File: src/rtl/aes_ctrl_pkg.sv
// Shared control definitions for the iterative AES round datapath, its key-expansion
// unit and the sequencer that drives both.
package aes_ctrl_pkg;

  typedef enum logic [2:0] {
    ST_IDLE   = 3'd0,
    ST_KEYEXP = 3'd1,
    ST_INIT   = 3'd2,
    ST_ROUND  = 3'd3,
    ST_FINAL  = 3'd4,
    ST_DONE   = 3'd5
  } state_t;

  localparam logic [1:0] KEYLEN_128  = 2'd0;
  localparam logic [1:0] KEYLEN_192  = 2'd1;
  localparam logic [1:0] KEYLEN_256  = 2'd2;
  localparam logic [1:0] KEYLEN_RSVD = 2'd3;

  localparam int RND_IDX_W = 4;

  // Reserved keylen never reaches the datapath; it maps to 10 only to keep the decode total.
  function automatic logic [RND_IDX_W-1:0] nr_of(input logic [1:0] keylen);
    case (keylen)
      KEYLEN_192: nr_of = 4'd12;
      KEYLEN_256: nr_of = 4'd14;
      default:    nr_of = 4'd10;
    endcase
  endfunction

endpackage

File: src/rtl/aes_round_counter.sv
// Round-key index counter: loadable, steps up or down, flags when it sits on term_val.
module aes_round_counter
  import aes_ctrl_pkg::*;
#(
  parameter int W = RND_IDX_W
) (
  input  logic         clk,
  input  logic         reset,
  input  logic         load,
  input  logic [W-1:0] load_val,
  input  logic         step,
  input  logic         down,
  input  logic [W-1:0] term_val,
  output logic [W-1:0] count,
  output logic         tc
);

  always_ff @(posedge clk or posedge reset) begin
    if (reset) begin
      count <= '0;
    end else if (load) begin
      count <= load_val;
    end else if (step) begin
      count <= down ? count - W'(1) : count + W'(1);
    end
  end

  assign tc = (count == term_val);

endmodule

File: src/rtl/aes_round_sequencer.sv
// Job sequencer for a shared AES round/key-expansion datapath: accepts one job,
// runs key expansion when the cached schedule cannot be reused, then steps the rounds.
module aes_round_sequencer
  import aes_ctrl_pkg::*;
#(
  parameter int KX_TIMEOUT = 64
) (
  input  logic                 clk,
  input  logic                 reset,
  input  logic                 req_valid,
  output logic                 req_ready,
  input  logic                 req_decrypt,
  input  logic [1:0]           req_keylen,
  input  logic                 req_same_key,
  output logic                 kx_start,
  input  logic                 kx_done,
  output logic                 rnd_load,
  output logic                 rnd_step,
  output logic                 rnd_final,
  output logic                 rnd_decrypt,
  output logic [RND_IDX_W-1:0] rnd_idx,
  output logic                 done_valid,
  input  logic                 done_ready,
  output logic                 busy,
  output logic                 err,
  output state_t               fsm_state
);

  // Handshakes: a transfer happens on a rising edge where valid && ready are both high;
  // valid is never withdrawn by this block before ready, and ready never depends on valid.

  localparam int WAIT_W = (KX_TIMEOUT > 2) ? $clog2(KX_TIMEOUT) : 1;
  localparam logic [WAIT_W-1:0] WAIT_LAST = WAIT_W'(KX_TIMEOUT - 1);

  state_t                 state;
  logic                   key_valid;
  logic [1:0]             cached_keylen;
  logic [1:0]             keylen_q;
  logic [RND_IDX_W-1:0]   nr_q;
  logic [WAIT_W-1:0]      wait_cnt;

  logic                   accept;
  logic                   rsvd;
  logic                   hit;
  logic                   kx_ok;
  logic                   cnt_load;
  logic                   cnt_step;
  logic                   cnt_tc;
  logic [RND_IDX_W-1:0]   cnt_val;
  logic [RND_IDX_W-1:0]   term_val;

  assign accept = (state == ST_IDLE) && req_valid;
  assign rsvd   = (req_keylen == KEYLEN_RSVD);
  assign hit    = req_same_key && key_valid && (req_keylen == cached_keylen);
  assign kx_ok  = (state == ST_KEYEXP) && kx_done;

  // The index is preloaded on the transition into INIT so it is valid with rnd_load.
  always_comb begin
    cnt_load = 1'b0;
    cnt_step = 1'b0;
    cnt_val  = '0;
    if (accept && !rsvd && hit) begin
      cnt_load = 1'b1;
      cnt_val  = req_decrypt ? nr_of(req_keylen) : '0;
    end else if (kx_ok) begin
      cnt_load = 1'b1;
      cnt_val  = rnd_decrypt ? nr_q : '0;
    end else if (state == ST_FINAL) begin
      cnt_load = 1'b1;
    end else if ((state == ST_INIT) || (state == ST_ROUND)) begin
      cnt_step = 1'b1;
    end
  end

  // Last full round: Nr-1 going up, 1 going down.
  assign term_val = rnd_decrypt ? RND_IDX_W'(1) : nr_q - RND_IDX_W'(1);

  aes_round_counter #(.W(RND_IDX_W)) u_cnt (
    .clk      (clk),
    .reset    (reset),
    .load     (cnt_load),
    .load_val (cnt_val),
    .step     (cnt_step),
    .down     (rnd_decrypt),
    .term_val (term_val),
    .count    (rnd_idx),
    .tc       (cnt_tc)
  );

  always_ff @(posedge clk or posedge reset) begin
    if (reset) begin
      state         <= ST_IDLE;
      key_valid     <= 1'b0;
      cached_keylen <= KEYLEN_128;
      keylen_q      <= KEYLEN_128;
      nr_q          <= '0;
      wait_cnt      <= '0;
      kx_start      <= 1'b0;
      rnd_load      <= 1'b0;
      rnd_step      <= 1'b0;
      rnd_final     <= 1'b0;
      rnd_decrypt   <= 1'b0;
      done_valid    <= 1'b0;
      busy          <= 1'b0;
      err           <= 1'b0;
    end else begin
      kx_start <= 1'b0;
      err      <= 1'b0;
      case (state)
        ST_IDLE: begin
          if (req_valid) begin
            keylen_q <= req_keylen;
            nr_q     <= nr_of(req_keylen);
            if (rsvd) begin
              err <= 1'b1;
            end else begin
              rnd_decrypt <= req_decrypt;
              busy        <= 1'b1;
              if (hit) begin
                state    <= ST_INIT;
                rnd_load <= 1'b1;
              end else begin
                state     <= ST_KEYEXP;
                kx_start  <= 1'b1;
                key_valid <= 1'b0;
                wait_cnt  <= '0;
              end
            end
          end
        end
        ST_KEYEXP: begin
          // kx_done is checked first so it beats a timeout in the same cycle.
          if (kx_done) begin
            key_valid     <= 1'b1;
            cached_keylen <= keylen_q;
            state         <= ST_INIT;
            rnd_load      <= 1'b1;
          end else if (wait_cnt == WAIT_LAST) begin
            err         <= 1'b1;
            state       <= ST_IDLE;
            busy        <= 1'b0;
            rnd_decrypt <= 1'b0;
          end else begin
            wait_cnt <= wait_cnt + WAIT_W'(1);
          end
        end
        ST_INIT: begin
          state    <= ST_ROUND;
          rnd_load <= 1'b0;
          rnd_step <= 1'b1;
        end
        ST_ROUND: begin
          if (cnt_tc) begin
            state     <= ST_FINAL;
            rnd_final <= 1'b1;
          end
        end
        ST_FINAL: begin
          state      <= ST_DONE;
          rnd_step   <= 1'b0;
          rnd_final  <= 1'b0;
          done_valid <= 1'b1;
        end
        ST_DONE: begin
          if (done_ready) begin
            state       <= ST_IDLE;
            done_valid  <= 1'b0;
            busy        <= 1'b0;
            rnd_decrypt <= 1'b0;
          end
        end
        default: begin
          state <= ST_IDLE;
        end
      endcase
    end
  end

  assign req_ready = (state == ST_IDLE);
  assign fsm_state = state;

endmodule
File: config.mk
export PLATFORM = sky130hd
export DESIGN_NAME = aes_round_sequencer
export DESIGN_NICKNAME = d
export VERILOG_FILES = /design/src/rtl/aes_ctrl_pkg.sv /design/src/rtl/aes_round_counter.sv /design/src/rtl/aes_round_sequencer.sv
export SDC_FILE = /design/constraint.sdc
export NUM_CORES = 1
export LEC_CHECK = 0
export CAP_MARGIN = 20
export CORE_MARGIN = 2
export CORE_UTILIZATION = 40
export CTS_BUF_LIST = sky130_fd_sc_hd__clkbuf_4
export DETAILED_ROUTE_END_ITERATION = 12
export GPL_ROUTABILITY_DRIVEN = 0
export SETUP_SLACK_MARGIN = 0.15
export SYNTH_ARGS = -nofsm -noshare
export SYNTH_HDL_FRONTEND = slang
export SYNTH_SLANG_ARGS = --single-unit
File: constraint.sdc
create_clock -name clk -period 2.05 [get_ports clk]
set_input_delay 0.41 -clock clk [delete_from_list [all_inputs] [get_ports clk]]
set_output_delay 0.41 -clock clk [all_outputs]
set_load 0.1 [all_outputs]
==> impl_metrics.csv, run 1 <==
group,metric,value,unit
run_status,status,"complete, no violations",
route,drc,0,
synth,synthesis.instances,173,
cells_and_area,final_util,60.6,%
cells_and_area,final_cells,284,
global_routing,grt.met3_usage,5.43,%
job,maxCapViolCount,0,
sta,worst_slack,0.157,ns
cells_and_area,syn2layout_area_growth,45.8,%
clock_tree,clock_latency,0.33,ns
global_routing,grtUsageMet1,24.7,%
route,wirelength,4.21,mm
clock_tree,cts_tree,"yes",
die,start_util,41.5,%
critical_path,start_kind,"flip-flop",
route,wl_per_cell,14.8,um
route,avgViaCountPerCell,5.40,
global_routing,grt.busiest_layer,"met2",
sta,max-slew-margin-rel,65.5,%
clock_tree,cts_buffer_depth,2,
clock_tree,cts_buffers,5,
sta,min_period,1.89,ns
critical_path,r2r_cells,5,
synth,ys_warn_count,0,
critical_path,path_class,"flip-flop to flip-flop",
synth,synth_seq_cells,29,
synth,synthesis.area,1650,um2
cells_and_area,layout_commonest_cell,"buf_4",
global_routing,grtUsageMet2,30.6,%
die,dieArea,4650,um2
route,vias,1533,
die,core.rowCount,23,
cells_and_area,nets,249,
global_routing,antenna_found_initial,0,
die,fp.coreArea,3970,um2
placed_design,dp_slack,-0.180,ns
sta,tightest_slew,0.516,ns
synth,ys_top_cells_by_area,"dfrtp_1, ha_1, nand2_1, o21ai_0, a21oi_1",
critical_path,required,2.30,ns
cells_and_area,final_cell_mix,"buf_4, dfrtp_1, nand2_1, o21ai_0, inv_1",
critical_path,end_kind,"flip-flop",
global_routing,first_global_vias,1352,
die,die_h,68.2,um
die,io_pins,25,
synth,synth_top_area_share,44.0,%
sta,slew_violations,0,
global_routing,grt_overflow_total,0,
min_path,hold_path_class,"input pin to async pin",
route,first_pass_iters,5,
clock_tree,cts_sinks,29,
synth,synthFlopType,"dfrtp_1",
global_routing,track_usage,19.2,%
sta,setup_tns,0,ns
sta,rsz0062_at_grt,"yes",
synth,synth_edf_count,0,
clock_tree,path_clk_slew,0.09,ns
critical_path,critPathArrivalTime,2.14,ns
clock_tree,clockRootBuffer,"clkbuf_4",
cells_and_area,diodes,0,
synth,ys_async_sr_fraction,100,%
die,die_x,68.2,um
synth,yosysUniqueCellTypes,46,
sta,clock.fmax,528,MHz
sta,hold_viol_final,0,
synth,seq_area_frac_synth,44.0,%
sta,skew,0.0132,ns
global_routing,grt_max_degree,30,
synth,syn_avg_cell_area,9.53,um2
cells_and_area,drive_above_1_share,36.8,%
sta,setup_viol,0,
global_routing,grt_pass1_wl,6.47,mm
route,drt_iter0_drc,52,
placed_design,dp_cells,257,
placed_design,hpwl,2.87,mm
route,antenna_left,0,
critical_path,crit_fanout,5,
sta,period_share,92.3,%
placed_design,numPortBuffers,24,
synth,syn-num-nets,189,
synth,yosysTopAreaCell,"dfrtp_1",
clock_tree,htree_levels,2,
-- registers in the layout, indices dropped and copies added, names as in the netlist, 2 cells and up --
name,cells
fsm_state,3
nr_q,3
wait_cnt,6
keylen_q,2
cached_keylen,2
u_cnt.count,4
-- stage by stage --
step	hold slack, ns	area [um2]
3_5_place_dp	0.469	2090
2_1_floorplan	0.444	1680
6_report	0.452	2400
4_1_cts	0.459	2190
5_1_grt	0.480	2400
3_3_place_gp	0.458	2090
-- path summary, 6_finish.rpt --
check | from | to | slack, ns
setup / recovery | fsm_state[2]$_DFFE_PP0P_ | wait_cnt[2]$_DFFE_PP0P_ | 0.16
setup reg to reg | fsm_state[2]$_DFFE_PP0P_ | wait_cnt[2]$_DFFE_PP0P_ | 0.16
max in group asynchronous | reset | fsm_state[2]$_DFFE_PP0P_ | 1.27
hold / removal | reset | nr_q[3]$_DFFE_PP0N_ | 0.45
hold reg to reg | key_valid$_DFFE_PP0P_ | key_valid$_DFFE_PP0P_ | 0.49
min in group clk | key_valid$_DFFE_PP0P_ | key_valid$_DFFE_PP0P_ | 0.49
-- metal layers --
| metal | part of all wire, % | vias up | wire [um] |
|---|---|---|---|
| li1 | - | 761 | - |
| met1 | 45 | 736 | 1910 |
| met2 | 49 | 29 | 2070 |
| met5 | 0 | - | 0 |
| met3 | 3.6 | 7 | 152 |
| met4 | 1.9 | 0 | 78 |
-- final cells by class --
| cell class | instances | area [um2] |
|---|---|---|
| Clock buffer | 7 | 52.6 |
| Timing Repair Buffer | 57 | 548 |
| Multi-Input combinational cell | 128 | 952 |
| Inverter | 12 | 45.0 |
| Sequential cell | 29 | 741 |
| Tap cell | 50 | 62.6 |
| Clock inverter | 1 | 3.75 |
| Fill cell | 341 | 1570 |
-- cell usage after synthesis (2+ instances only) --
| cell type | count |
|---|---|
| mux2_2 | 4 |
| nor2_1 | 7 |
| o31ai_1 | 4 |
| a21oi_1 | 10 |
| o211ai_1 | 2 |
| o2bb2ai_1 | 2 |
| xor2_1 | 2 |
| nand2_1 | 20 |
| nor3_1 | 4 |
| nor4bb_1 | 2 |
| a31oi_1 | 2 |
| nand3_1 | 7 |
| clkbuf_1 | 4 |
| xnor2_1 | 5 |
| or3_1 | 3 |
| ha_1 | 6 |
| dfrtp_1 | 29 |
| nand2b_1 | 3 |
| inv_1 | 12 |
| a21o_1 | 3 |
| a22o_1 | 2 |
| and3_1 | 2 |
| o21ai_0 | 15 |
-- worst max-delay path, stage by stage (launching register included) --
cell,delay (ns)
dfrtp_4,0.49
or3b_4,0.41
a311oi_4,0.38
a21oi_4,0.08
or3_1,0.33
a21oi_1,0.13
-- repair_timing --
item                                    4_1_cts  5_1_grt
buffers inserted                              2       15
endpoints found under the setup margin        3       11
gates cloned                                  0        2
pin swaps                                     3        5
hold buffers                                  0        0
resized for setup                             8       13
hold endpoints to repair                      0        0
-- logic make-up after synthesis --
group	Yosys count	share of synthesized area, %
muxes	5	3.34
DFF	29	44.0
AOI/OAI and AO/OA	55	22.8
xor gates and xnor gates	7	3.72
and+or+nand+nor	53	16.1
adders and majority gates	7	5.77
buffers and inverters	17	4.32
Power of run 1 is not shown: default switching activity piles up to over one toggle a cycle in this logic, so the estimate is an artifact.
==> run 2: changes to the inputs <==
--- a/config.mk
+++ b/config.mk
@@ -8,7 +8,8 @@
 export CAP_MARGIN = 20
 export CORE_MARGIN = 2
 export CORE_UTILIZATION = 40
-export CTS_BUF_LIST = sky130_fd_sc_hd__clkbuf_4
+export CTS_BUF_LIST = sky130_fd_sc_hd__clkbuf_4 sky130_fd_sc_hd__clkbuf_8 sky130_fd_sc_hd__clkbuf_16
+export CTS_CLUSTER_SIZE = 30
 export DETAILED_ROUTE_END_ITERATION = 12
 export GPL_ROUTABILITY_DRIVEN = 0
 export SETUP_SLACK_MARGIN = 0.15
==> impl_metrics.csv, run 2 (synthesis gave the netlist of run 1 again) <==
group,metric,value,unit
run_status,status,"complete, no violations",
critical_path,r2r-end,"wait_cnt[2]$_DFFE_PP0P_",
sta,slew_violations,0,
sta,hold_viol_final,0,
sta,worst_slack,0.173,ns
global_routing,grt_pass1_wl,6.47,mm
route,routed-wl-met3,146,um
sta,skew,0.00640,ns
route,antenna_left,0,
min_path,hold_path_class,"flip-flop to flip-flop",
cells_and_area,largest_reg_flops,6,
route,drc,0,
cells_and_area,layout_commonest_cell,"buf_4",
sta,setup_viol,0,
clock_tree,clock_latency,0.29,ns
route,avgViaCountPerCell,5.44,
placed_design,place_area,2090,um2
sta,tightest_slew,0.529,ns
critical_path,r2r-start,"fsm_state[2]$_DFFE_PP0P_",
route,first_pass_iters,4,
global_routing,first_global_vias,1340,
critical_path,critPathLaunch,"fsm_state[2]$_DFFE_PP0P_",
placed_design,numPortBuffers,24,
critical_path,slowest_delay,0.48,ns
die,start_util,41.5,%
die,dieArea,4650,um2
critical_path,r2r_setup_slack,0.17,ns
critical_path,required,2.26,ns
cells_and_area,largestRegisters,"wait_cnt x6, u_cnt.count x4",
route,drt-met1-wl,1.78,mm
placed_design,dp_slack,-0.180,ns
cells_and_area,drive_above_1_share,34.5,%
clock_tree,path_clk_slew,0.06,ns
critical_path,crit_fanout,5,
sta,min_period,1.88,ns
global_routing,antenna_found_initial,0,
cells_and_area,final_util,58.8,%
clock_tree,cts_sinks,29,
sta,rsz0062_at_grt,"no",
die,core.rowCount,23,
critical_path,start_kind,"flip-flop",
clock_tree,cts_buffer_depth,2,
clock_tree,htree_levels,2,
clock_tree,cts_tree,"yes",
job,maxCapViolCount,0,
global_routing,grt_overflow_total,0,
route,wirelength,3.99,mm
critical_path,cp_cell_sequence,"or3b_4, a311oi_4, a21oi_4, or3_1, a21oi_1",
critical_path,path_class,"flip-flop to flip-flop",
global_routing,track_usage,19.4,%
die,io_pins,25,
cells_and_area,nets,238,
sta,max-slew-margin-rel,64.6,%
min_path,hold_depth,1,
clock_tree,postCtsHoldBufs,0,
die,die_h,68.2,um
critical_path,cp_slowest_cell,"dfrtp_4",
critical_path,end_kind,"flip-flop",
route,vias,1486,
global_routing,grt_max_degree,30,
critical_path,r2r_cells,5,
critical_path,critPathArrivalTime,2.09,ns
cells_and_area,final_cell_mix,"buf_4, dfrtp_1, nand2_1, o21ai_0, inv_1",
cells_and_area,regMostFlops,"wait_cnt",
sta,clock.fmax,533,MHz
die,fp.coreArea,3970,um2
min_path,hp-start,"key_valid$_DFFE_PP0P_",
cells_and_area,diodes,0,
route,drt_iter0_drc,48,
clock_tree,cts_buffers,5,
sta,period_share,91.6,%
min_path,hold_end,"key_valid$_DFFE_PP0P_",
placed_design,hpwl,2.87,mm
die,die_x,68.2,um
cells_and_area,finalInstanceArea,2340,um2
route,top_layer,"met4",
route,wl_per_cell,14.6,um
cells_and_area,syn2layout_area_growth,41.7,%
route,wl_met2,1.95,mm
clock_tree,clockRootBuffer,"clkbuf_8",
[run 2: stage by stage]
step,cells,hold WS (ns),setup TNS (ns)
3_5_place_dp,257,0.469,-1.14
2_1_floorplan,173,0.444,-3.81
6_report,273,0.481,0
5_1_grt,273,0.497,0
3_3_place_gp,257,0.458,-0.283
4_1_cts,266,0.485,0
[run 2: timing repair]
| item | CTS | global route |
|---|---|---|
| gates resized for setup | 6 | 14 |
| setup endpoints to repair | 4 | 12 |
| buffers inserted | 1 | 6 |
| pin swaps | 2 | 4 |
| cloned | 0 | 1 |
[run 2: area by class of cell]
type	instances	area, um2
Sequential cell	29	741
Inverter	12	45.0
Fill cell	354	1640
Tap cell	50	62.6
Timing Repair Buffer	46	442
Clock buffer	8	97.6
Multi-Input combinational cell	128	948
[run 2: worst max-delay path: cells and delay by family (launching register included)]
family | cells | cell delay [ns]
flip-flops | 1 | 0.48
AO/OA/AOI/OAI | 3 | 0.58
AND/OR/NAND/NOR | 2 | 0.74
[run 2: worst max path at each step]
stage	cells after the start	to
after floorplan	6	wait_cnt[5]$_DFFE_PP0P_
after global placement	7	fsm_state[0]$_DFFE_PP0P_
after detailed placement	7	fsm_state[0]$_DFFE_PP0P_
after CTS	7	fsm_state[1]$_DFFE_PP0P_
after global routing	5	wait_cnt[2]$_DFFE_PP0P_
final	5	wait_cnt[2]$_DFFE_PP0P_
[run 2: routing by layer]
layer	vias to the layer above	GRT usage, %
met3	9	4.61
met2	29	29.6
met5	-	0
met1	715	24.9
met4	0	11.3
li1	733	-
Power of run 2 is left out for the same reason.
